--- src/rtl/frame_streamer.sv ---
// rtl/frame_streamer.sv - frame buffer streamed out in raster order, optional zero-pixel flush tail
// Optional feature macro: FRAME_STREAMER_FLUSH_EN (adds FLUSH_PIXELS trailing zero pixels per frame)
module frame_streamer #(
  parameter int PIXEL_WIDTH  = 8,
  parameter int IMAGE_WIDTH  = 8,
  parameter int IMAGE_HEIGHT = 8,
  parameter int FLUSH_PIXELS = 2*IMAGE_WIDTH+2,
  localparam int DEPTH  = IMAGE_WIDTH*IMAGE_HEIGHT,
  localparam int ADDR_W = $clog2(DEPTH)
) (
  input  logic                   clk,
  input  logic                   rst_n,
  input  logic                   wr_en,
  input  logic [ADDR_W-1:0]      wr_addr,
  input  logic [PIXEL_WIDTH-1:0] wr_data,
  input  logic                   start,
  input  logic                   pause,
  output logic [PIXEL_WIDTH-1:0] pixel_out,
  output logic                   valid_out,
  output logic                   sof,
  output logic                   eol,
  output logic                   busy,
  output logic                   done
);

  localparam int COL_W = (IMAGE_WIDTH  < 2) ? 1 : $clog2(IMAGE_WIDTH);
  localparam int FC_W  = (FLUSH_PIXELS < 2) ? 1 : $clog2(FLUSH_PIXELS);

  typedef enum logic [1:0] {IDLE, STREAM, FLUSH, DONE} state_t;

  state_t                 state_q, state_d;
  logic [ADDR_W-1:0]      idx_q, idx_d;
  logic [COL_W-1:0]       col_q, col_d;
  logic [FC_W-1:0]        flush_cnt_q, flush_cnt_d;
  logic [PIXEL_WIDTH-1:0] pixel_q, pixel_d;
  logic                   valid_q, valid_d;
  logic                   sof_q, sof_d;
  logic                   eol_q, eol_d;
  logic                   busy_q, busy_d;
  logic                   done_q, done_d;

  // Frame store: plain registers, no reset, read combinationally by the streamer.
  logic [PIXEL_WIDTH-1:0] mem_q [DEPTH];

  logic wr_ok;
  logic last_pix;
  logic last_col;
  logic last_flush;

  // Addresses past the frame are dropped so a stray write cannot alias a valid pixel.
  assign wr_ok      = wr_en && (32'(wr_addr) < DEPTH);
  assign last_pix   = (idx_q == ADDR_W'(DEPTH-1));
  assign last_col   = (col_q == COL_W'(IMAGE_WIDTH-1));
  assign last_flush = (flush_cnt_q == FC_W'(FLUSH_PIXELS-1));

  // Frame store write port; a same-cycle stream read of the address still sees the old pixel.
  always_ff @(posedge clk) begin
    if (wr_ok) begin
      mem_q[wr_addr] <= wr_data;
    end
  end

  // Next-state and next-output logic; busy/done track the state the outputs were produced in.
  always_comb begin
    state_d     = state_q;
    idx_d       = idx_q;
    col_d       = col_q;
    flush_cnt_d = flush_cnt_q;
    pixel_d     = pixel_q;
    valid_d     = 1'b0;
    sof_d       = 1'b0;
    eol_d       = 1'b0;
    busy_d      = (state_q == STREAM) || (state_q == FLUSH);
    done_d      = (state_q == DONE);

    case (state_q)
      IDLE: begin
        if (start) begin
          state_d     = STREAM;
          idx_d       = '0;
          col_d       = '0;
          flush_cnt_d = '0;
        end
      end

      STREAM: begin
        if (!pause) begin
          valid_d = 1'b1;
          pixel_d = mem_q[idx_q];
          sof_d   = (idx_q == '0);
          eol_d   = last_col;
          idx_d   = idx_q + ADDR_W'(1);
          col_d   = last_col ? '0 : col_q + COL_W'(1);
          if (last_pix) begin
            idx_d = '0;
`ifdef FRAME_STREAMER_FLUSH_EN
            flush_cnt_d = '0;
            state_d     = (FLUSH_PIXELS == 0) ? DONE : FLUSH;
`else
            state_d = DONE;
`endif
          end
        end
      end

      FLUSH: begin
        if (!pause) begin
          valid_d     = 1'b1;
          pixel_d     = '0;
          flush_cnt_d = flush_cnt_q + FC_W'(1);
          if (last_flush) begin
            flush_cnt_d = '0;
            state_d     = DONE;
          end
        end
      end

      DONE: begin
        state_d = IDLE;
      end

      default: begin
        state_d = IDLE;
      end
    endcase
  end

  // State and registered outputs; reset abandons any frame in progress.
  always_ff @(posedge clk or negedge rst_n) begin
    if (!rst_n) begin
      state_q     <= IDLE;
      idx_q       <= '0;
      col_q       <= '0;
      flush_cnt_q <= '0;
      pixel_q     <= '0;
      valid_q     <= 1'b0;
      sof_q       <= 1'b0;
      eol_q       <= 1'b0;
      busy_q      <= 1'b0;
      done_q      <= 1'b0;
    end else begin
      state_q     <= state_d;
      idx_q       <= idx_d;
      col_q       <= col_d;
      flush_cnt_q <= flush_cnt_d;
      pixel_q     <= pixel_d;
      valid_q     <= valid_d;
      sof_q       <= sof_d;
      eol_q       <= eol_d;
      busy_q      <= busy_d;
      done_q      <= done_d;
    end
  end

  assign pixel_out = pixel_q;
  assign valid_out = valid_q;
  assign sof       = sof_q;
  assign eol       = eol_q;
  assign busy      = busy_q;
  assign done      = done_q;

endmodule
--- config.mk ---
export PLATFORM = sky130hd
export DESIGN_NAME = frame_streamer
export DESIGN_NICKNAME = d
export VERILOG_FILES = /design/src/rtl/frame_streamer.sv
export SDC_FILE = /design/constraint.sdc
export NUM_CORES = 1
export LEC_CHECK = 0
export CAP_MARGIN = 30
export CORE_AREA = 2 2 185 187
export DETAILED_ROUTE_END_ITERATION = 8
export DIE_AREA = 0 0 187 189
export GPL_ROUTABILITY_DRIVEN = 0
export PLACE_DENSITY = 0.81
export SYNTH_ARGS = -nofsm -noshare
export SYNTH_HDL_FRONTEND = slang
export SYNTH_SLANG_ARGS = --single-unit
--- constraint.sdc ---
create_clock -name clk -period 4.65 [get_ports clk]
set_input_delay 0.93 -clock clk [delete_from_list [all_inputs] [get_ports clk]]
set_output_delay 0.93 -clock clk [all_outputs]
set_load 0.02 [all_outputs]
==> run summary, run 1 <==
Max-cap viol count -> 0
Setup-failing EPs final -> 0
Final #Nets -> 1134
Synthesized instance count -> 1053
Reg-to-Reg End -> pixel_out[0]
DR iter-0 viols -> 1543
Pwr per Cell Area -> 508 nW/um^2
Max IR drop VDD -> 0.356 mV
First-pass GRT wire length -> 71.3 mm
Period utilization -> 66.2%
Worst EP required -> 4.85 ns
Async SR Flop Fraction -> 5.36%
Pin count of the biggest net entering global routing -> 65
Max Fanout on Critical Path -> 8
Post-Syn Area per Cell -> 20.2 um^2
Clk pin slew, worst setup/hold paths -> 0.06 ns
Critical Path Source Type -> primary input
Seq/Total Area, Yosys -> 75.5%
Fillers -> 1883
Drt drc -> 0
Root Buffer Master -> clkbuf_16
Lkg Pwr -> 7.46 nW
I/O Pins -> 32
Routed via count -> 10.8k
Storage cell area -> 16100 um^2
Post-DR wirelength/cell -> 29.8 um
Antenna Nets Post-Route -> 0
CTS Sinks -> 541
Worst Hold Class -> reg2reg
Post-CTS setup repair buffer count -> 0
Synth-to-Final Area Change -> 12.1%
DR vias/cell -> 6.79
R2r setup slk -> 1.59 ns
Cells after DPL -> 1498
Row cnt -> 67
Worst-margin pin slew -> 0.960 ns
Final cell count without fillers -> 1593
Share of the synthesized area in the top cell type -> 72.1%
Vias in the first global route -> 10.8k
Top FF cell, synth -> edfxtp_1
Initial DRT Pass Iterations -> 7
CTS tree -> done
Total gr overflow -> 0
Critical Path Sink Type -> register
Dpl hpwl -> 27.9 mm
Synth Net Count -> 1083
Die Area -> 35300 um^2
Reg2reg start -> state_q[1]
Post-CTS Hold Fix Bufs -> 0
Final clock skew -> 0.0180 ns
Setup Total Neg Slack -> 0 ns
Synth area leaders -> edfxtp_1 (72%), mux4_2 (14%), dfrtp_1 (3.4%), nor2_1 (1.2%), a22oi_1 (1.1%)
Gr usage total -> 27.7%
Critical path destination -> mem_q[62][4]
Final instance area -> 23900 um^2
Core area -> 33300 um^2
Hold Fails Final Rpt -> 0
Fmax -> 325 MHz
Setup crit start -> wr_en
Pins Over Slew Limit -> 0
Layout Utilization -> 71.8%
Ant diodes -> 0
WS Path Type -> in2reg
Skew-Pair Late Insertion Delay -> 0.57 ns
Post-CTS resize count -> 0
Min cycle time layout -> 3.08 ns
Initial antenna violation count -> 0
Area of the multi-input gates -> 4890 um^2
Synth cell types -> 50
Area leader, netlist -> edfxtp_1
Initial Utilization -> 64.0%
CTS Buf Count -> 52
Clock buffer depth -> 3
Commonest non-fill, non-tap cell in the layout -> edfxtp_1
Unrepaired setup endpoints after global routing -> false
Dpl cell area -> 22100 um^2
Post-synth EDFFs -> 512
Ratio of cells with drive above 1 in the final layout -> 21.8%
Register bit total from synthesis -> 541
Die height -> 189 um
CP Data Arrival Time -> 3.28 ns
I/O Buffers -> 31
Cell Area, Synth -> 21300 um^2
Commonest non-fill, non-tap cells in the layout -> edfxtp_1 (512), mux4_2 (131), nor2_1 (70)
Final WL -> 47.4 mm
R2R depth -> 7
Status -> complete, no violations
Max-slew headroom -> 35.5%
Die width -> 187 um
Maximum level of the CTS H-tree -> 2
Design Power -> 12.1 mW
Synth warnings -> 0
## cell type report
cell class              count  area share [%]
clock buffers              65            5.74
clock inverters            30            1.70
inverters                   5          0.0785
multi-input cells         449            20.5
flip-flops and latches    541            67.4
well taps                 448            2.35
repair buffers             55            2.30
## where the power goes
part	total [mW]	internal, mW	switching, mW	leakage, nW
sequential	5.63	5.45	0.184	4.98
combinational	2.10	0.992	1.11	1.62
clock	4.40	2.64	1.76	0.859
total	12.1	9.08	3.05	7.46
## worst max-delay path, cell delays in order
cell and delay (ns):
clkdlybuf4s50_1 0.60, nor2b_1 0.31, nand3_1 0.60, nor2_1 0.83
## kinds of logic after synthesis
family                   share of synthesized area (%)
flip-flops                                        75.5
AND/OR/NAND/NOR                                   3.84
multiplexers                                      14.9
AO/OA/AOI/OAI                                     3.54
buffers and inverters                             1.53
adder cells (fa/ha/maj)                          0.646
## worst min-delay path by stage
stage                   startpoint             end  slack [ns]  cells after the start
finish                pixel_out[3]    pixel_out[3]        0.53                      2
global route          pixel_out[3]    pixel_out[3]        0.56                      2
CTS                   pixel_out[3]    pixel_out[3]        0.54                      2
detailed placement  flush_cnt_q[4]  flush_cnt_q[4]        0.54                      2
global placement    flush_cnt_q[4]  flush_cnt_q[4]        0.52                      2
floorplan           flush_cnt_q[4]  flush_cnt_q[4]        0.49                      2
## stage by stage
step	setup slack, ns	hold WS, ns
after floorplan	2.17	0.494
after global placement	1.19	0.521
after detailed placement	1.05	0.540
after CTS	1.62	0.537
after global routing	1.38	0.563
final	1.57	0.534
## routing by layer
layer	vias up	part of all wire (%)	global-route usage, %
met4	0	2.8	8.91
met3	87	9.4	4.50
li1	4443	-	-
met1	5604	38	40.2
met5	-	0	0
met2	683	50	44.4
## flip-flops by register name (all words and copies together), names as in the netlist
| register | count |
|---|---|
| eol | 1 |
| col_q | 3 |
| valid_out | 1 |
| state_q | 2 |
| sof | 1 |
| flush_cnt_q | 5 |
| done | 1 |
| mem_q | 512 |
| pixel_out | 8 |
| idx_q | 6 |
| busy | 1 |
## synth_stat cells (6+ instances only)
master,count
a21oi_1,17
a221oi_1,7
a22o_1,6
a22oi_1,32
buf_2,20
buf_4,8
clkbuf_1,21
dfrtp_1,29
edfxtp_1,512
ha_1,11
mux2_2,6
mux2i_1,16
mux4_2,131
nand2_1,41
nand2b_1,7
nand3_1,13
nor2_1,70
nor2b_1,16
nor3_1,6
o21ai_0,25
Power figures use the tool's default switching activity.
==> run 2, diff against run 1 <==
--- a/config.mk
+++ b/config.mk
@@ -6,11 +6,11 @@
 export NUM_CORES = 1
 export LEC_CHECK = 0
 export CAP_MARGIN = 30
-export CORE_AREA = 2 2 185 187
+export CORE_AREA = 2 2 199 201
 export DETAILED_ROUTE_END_ITERATION = 8
-export DIE_AREA = 0 0 187 189
+export DIE_AREA = 0 0 201 203
 export GPL_ROUTABILITY_DRIVEN = 0
-export PLACE_DENSITY = 0.81
+export PLACE_DENSITY = 0.74
 export SYNTH_ARGS = -nofsm -noshare
 export SYNTH_HDL_FRONTEND = slang
 export SYNTH_SLANG_ARGS = --single-unit
==> constraint.sdc (replaced) <==
create_clock -name clk -period 2.7 [get_ports clk]
set_input_delay 0.54 -clock clk [delete_from_list [all_inputs] [get_ports clk]]
set_output_delay 0.54 -clock clk [all_outputs]
set_load 0.02 [all_outputs]
==> run 2 against run 1 <==
Against the previous run:
- clock-buffer cell count unchanged
- utilization down 7.8 points
- first-iteration DRC count down 21%
- sequential power up 71%
- largest power group unchanged
- die area up 15%
- worst setup slack worse by 1.4 ns
- register-to-register slack worse by 1.4 ns
- clock power up 60%
- cell count up 10%
- sequential share of layout area down 2.0 points
==> run summary, run 2 (synthesis results as in run 1) <==
Final hold slack -> 0.429 ns (was 0.534 ns)
Most flops, register -> mem_q (unchanged)
Skew-Pair Late Insertion Delay -> 0.57 ns (about the same)
Unrepaired setup endpoints after global routing -> false (unchanged)
Fillers -> 2508 (was 1883)
Final cell count without fillers -> 1760 (was 1593)
Pins Over Slew Limit -> 0 (unchanged)
Ant diodes -> 0 (unchanged)
Critical Path Sink Type -> register (unchanged)
Post-CTS resize count -> 0 (unchanged)
Commonest non-fill, non-tap cell in the layout -> edfxtp_1 (unchanged)
Maximum level of the CTS H-tree -> 2 (unchanged)
Min cycle time layout -> 2.50 ns
Max-slew headroom -> 47.8% (was 35.5%)
Setup Total Neg Slack -> 0 ns (unchanged)
Largest register FFs -> 512 (unchanged)
Worst Setup Slack, final -> 0.201 ns (was 1.57 ns)
Design Power -> 20.4 mW (was 12.1 mW)
Initial DRT Pass Iterations -> 7 (unchanged)
Setup-failing EPs final -> 0 (unchanged)
Worst-margin pin slew -> 0.780 ns (was 0.960 ns)
Max IR drop VDD -> 0.435 mV (was 0.356 mV)
Clock buffer depth -> 3 (unchanged)
Crit path cell chain -> buf_12, mux4_2, a22oi_1, nand2_1, o21ai_0, nand2_1 (was clkdlybuf4s50_1, nor2b_1, nand3_1, nor2_1)
Max Fanout on Critical Path -> 30 (was 8)
CTS tree -> done (unchanged)
Post-CTS Hold Fix Bufs -> 0 (unchanged)
Antenna Nets Post-Route -> 0 (unchanged)
Routed via count -> 11.0k (was 10.8k)
Period utilization -> 92.6%
Core area -> 38500 um^2 (was 33300 um^2)
WP buf/inv -> 1 (unchanged)
Root Buffer Master -> clkbuf_16 (unchanged)
Slowest cell on crit path -> dfrtp_4 (was nor2_1)
Worst EP required -> 3.13 ns (was 4.85 ns)
Gr usage total -> 23.2% (was 27.7%)
Pwr per Cell Area -> 829 nW/um^2 (was 508 nW/um^2)
Vias in the first global route -> 11.0k (was 10.8k)
Row cnt -> 72 (was 67)
Drt drc -> 0 (unchanged)
Status -> complete, no violations (unchanged)
CTS Sinks -> 541 (unchanged)
Max-cap viol count -> 0 (unchanged)
Final #Nets -> 1230 (was 1134)
Dpl hpwl -> 29.2 mm (was 27.9 mm)
CP Data Arrival Time -> 2.93 ns (was 3.28 ns)
Final clock skew -> 0.0168 ns (was 0.0180 ns)
Cells after DPL -> 1664 (was 1498)
Initial Utilization -> 55.4% (was 64.0%)
Post-DR wirelength/cell -> 26.2 um (was 29.8 um)
Synth-to-Final Area Change -> 15.6% (was 12.1%)
Hold Fails Final Rpt -> 0 (unchanged)
I/O Pins -> 32 (unchanged)
First-pass GRT wire length -> 70.2 mm (was 71.3 mm)
Post-CTS setup repair buffer count -> 0 (unchanged)
Die width -> 201 um (was 187 um)
Crit-path max cell delay -> 0.55 ns (was 0.83 ns)
Total gr overflow -> 0 (unchanged)
Pin count of the biggest net entering global routing -> 65 (unchanged)
Clk pin slew, worst setup/hold paths -> 0.06 ns (about the same)
Worst Hold Class -> in2async (was reg2reg)
Initial antenna violation count -> 0 (unchanged)
DR iter-0 viols -> 1224 (was 1543)
Ratio of cells with drive above 1 in the final layout -> 27.8% (was 21.8%)
Setup crit start -> idx_q[0] (was wr_en)
Fmax -> 400 MHz
DR vias/cell -> 6.24 (was 6.79)
Worst path top cell family by delay -> compound AO/OA/AOI/OAI gates (was simple AND/OR/NAND/NOR gates)
Post-place setup slack -> 0.163 ns (was 1.05 ns)
Critical Path Source Type -> register (was primary input)
Commonest non-fill, non-tap cells in the layout -> edfxtp_1 (512), mux4_2 (131), buf_4 (108) (was edfxtp_1 (512), mux4_2 (131), nor2_1 (70))
Lkg Pwr -> 7.93 nW (was 7.46 nW)
I/O Buffers -> 31 (unchanged)
Cell mode on critical path -> nand2_1
WS Path Type -> reg2reg (was in2reg)
Die Area -> 40800 um^2 (was 35300 um^2)
Reg2reg start -> idx_q[0] (was state_q[1])
Final WL -> 46.1 mm (was 47.4 mm)
CTS Buf Count -> 52 (unchanged)
Die height -> 203 um (was 189 um)
## run 2: cell count changes in the layout (fill, tap and decap cells not counted), sizes merged
cell	previous run	this run
bufinv	10	5
clkinv	17	24
inv	6	5
buf	32	128
## run 2: final cells by class
class                   instances  area [um^2]  area share, %
multi-input cells             449         4890           19.8
well taps                     518          648           2.63
clock inverters                31          274           1.11
inverters                       5         18.8         0.0762
flip-flops and latches        541        16100           65.4
repair buffers                151         1320           5.36
clock buffers                  65         1380           5.61
## run 2: through the flow
stage               utilization (%)  area, um^2
finish                         64.1       24600
global route                   64.1       24600
CTS                            64.1       24600
detailed placement             59.8       23000
global placement               59.8       23000
floorplan                         -       21300
## run 2: per-layer routing
metal	routed length [um]	share of wire [%]	global-route usage [%]
met1	19500	42	34.5
met2	21700	47	35.8
met3	3480	7.6	3.72
met4	1410	3.0	7.88
met5	0	0	0
## run 2: power breakdown
group | switching (mW) | total, mW | internal, mW
sequential | 0.219 | 9.60 | 9.38
clock | 2.94 | 7.03 | 4.09
combinational | 1.97 | 3.81 | 1.83
## run 2: final timing paths
kind,endpoint,depth (start not counted),slack [ns]
max,pixel_out[7],6,0.20
max reg2reg,pixel_out[7],6,0.20
max in group asynchronous,pixel_out[3],2,1.66
min,flush_cnt_q[3],1,0.43
min in group clk,mem_q[19][3],2,0.48
min reg2reg,pixel_out[1],2,0.53
## run 2: worst register-to-register path, cell delays in order, from the launching register on
cell and delay (ns):
dfrtp_4 0.55, buf_12 0.28, mux4_2 0.58, a22oi_1 0.22
nand2_1 0.14, o21ai_0 0.47, nand2_1 0.10
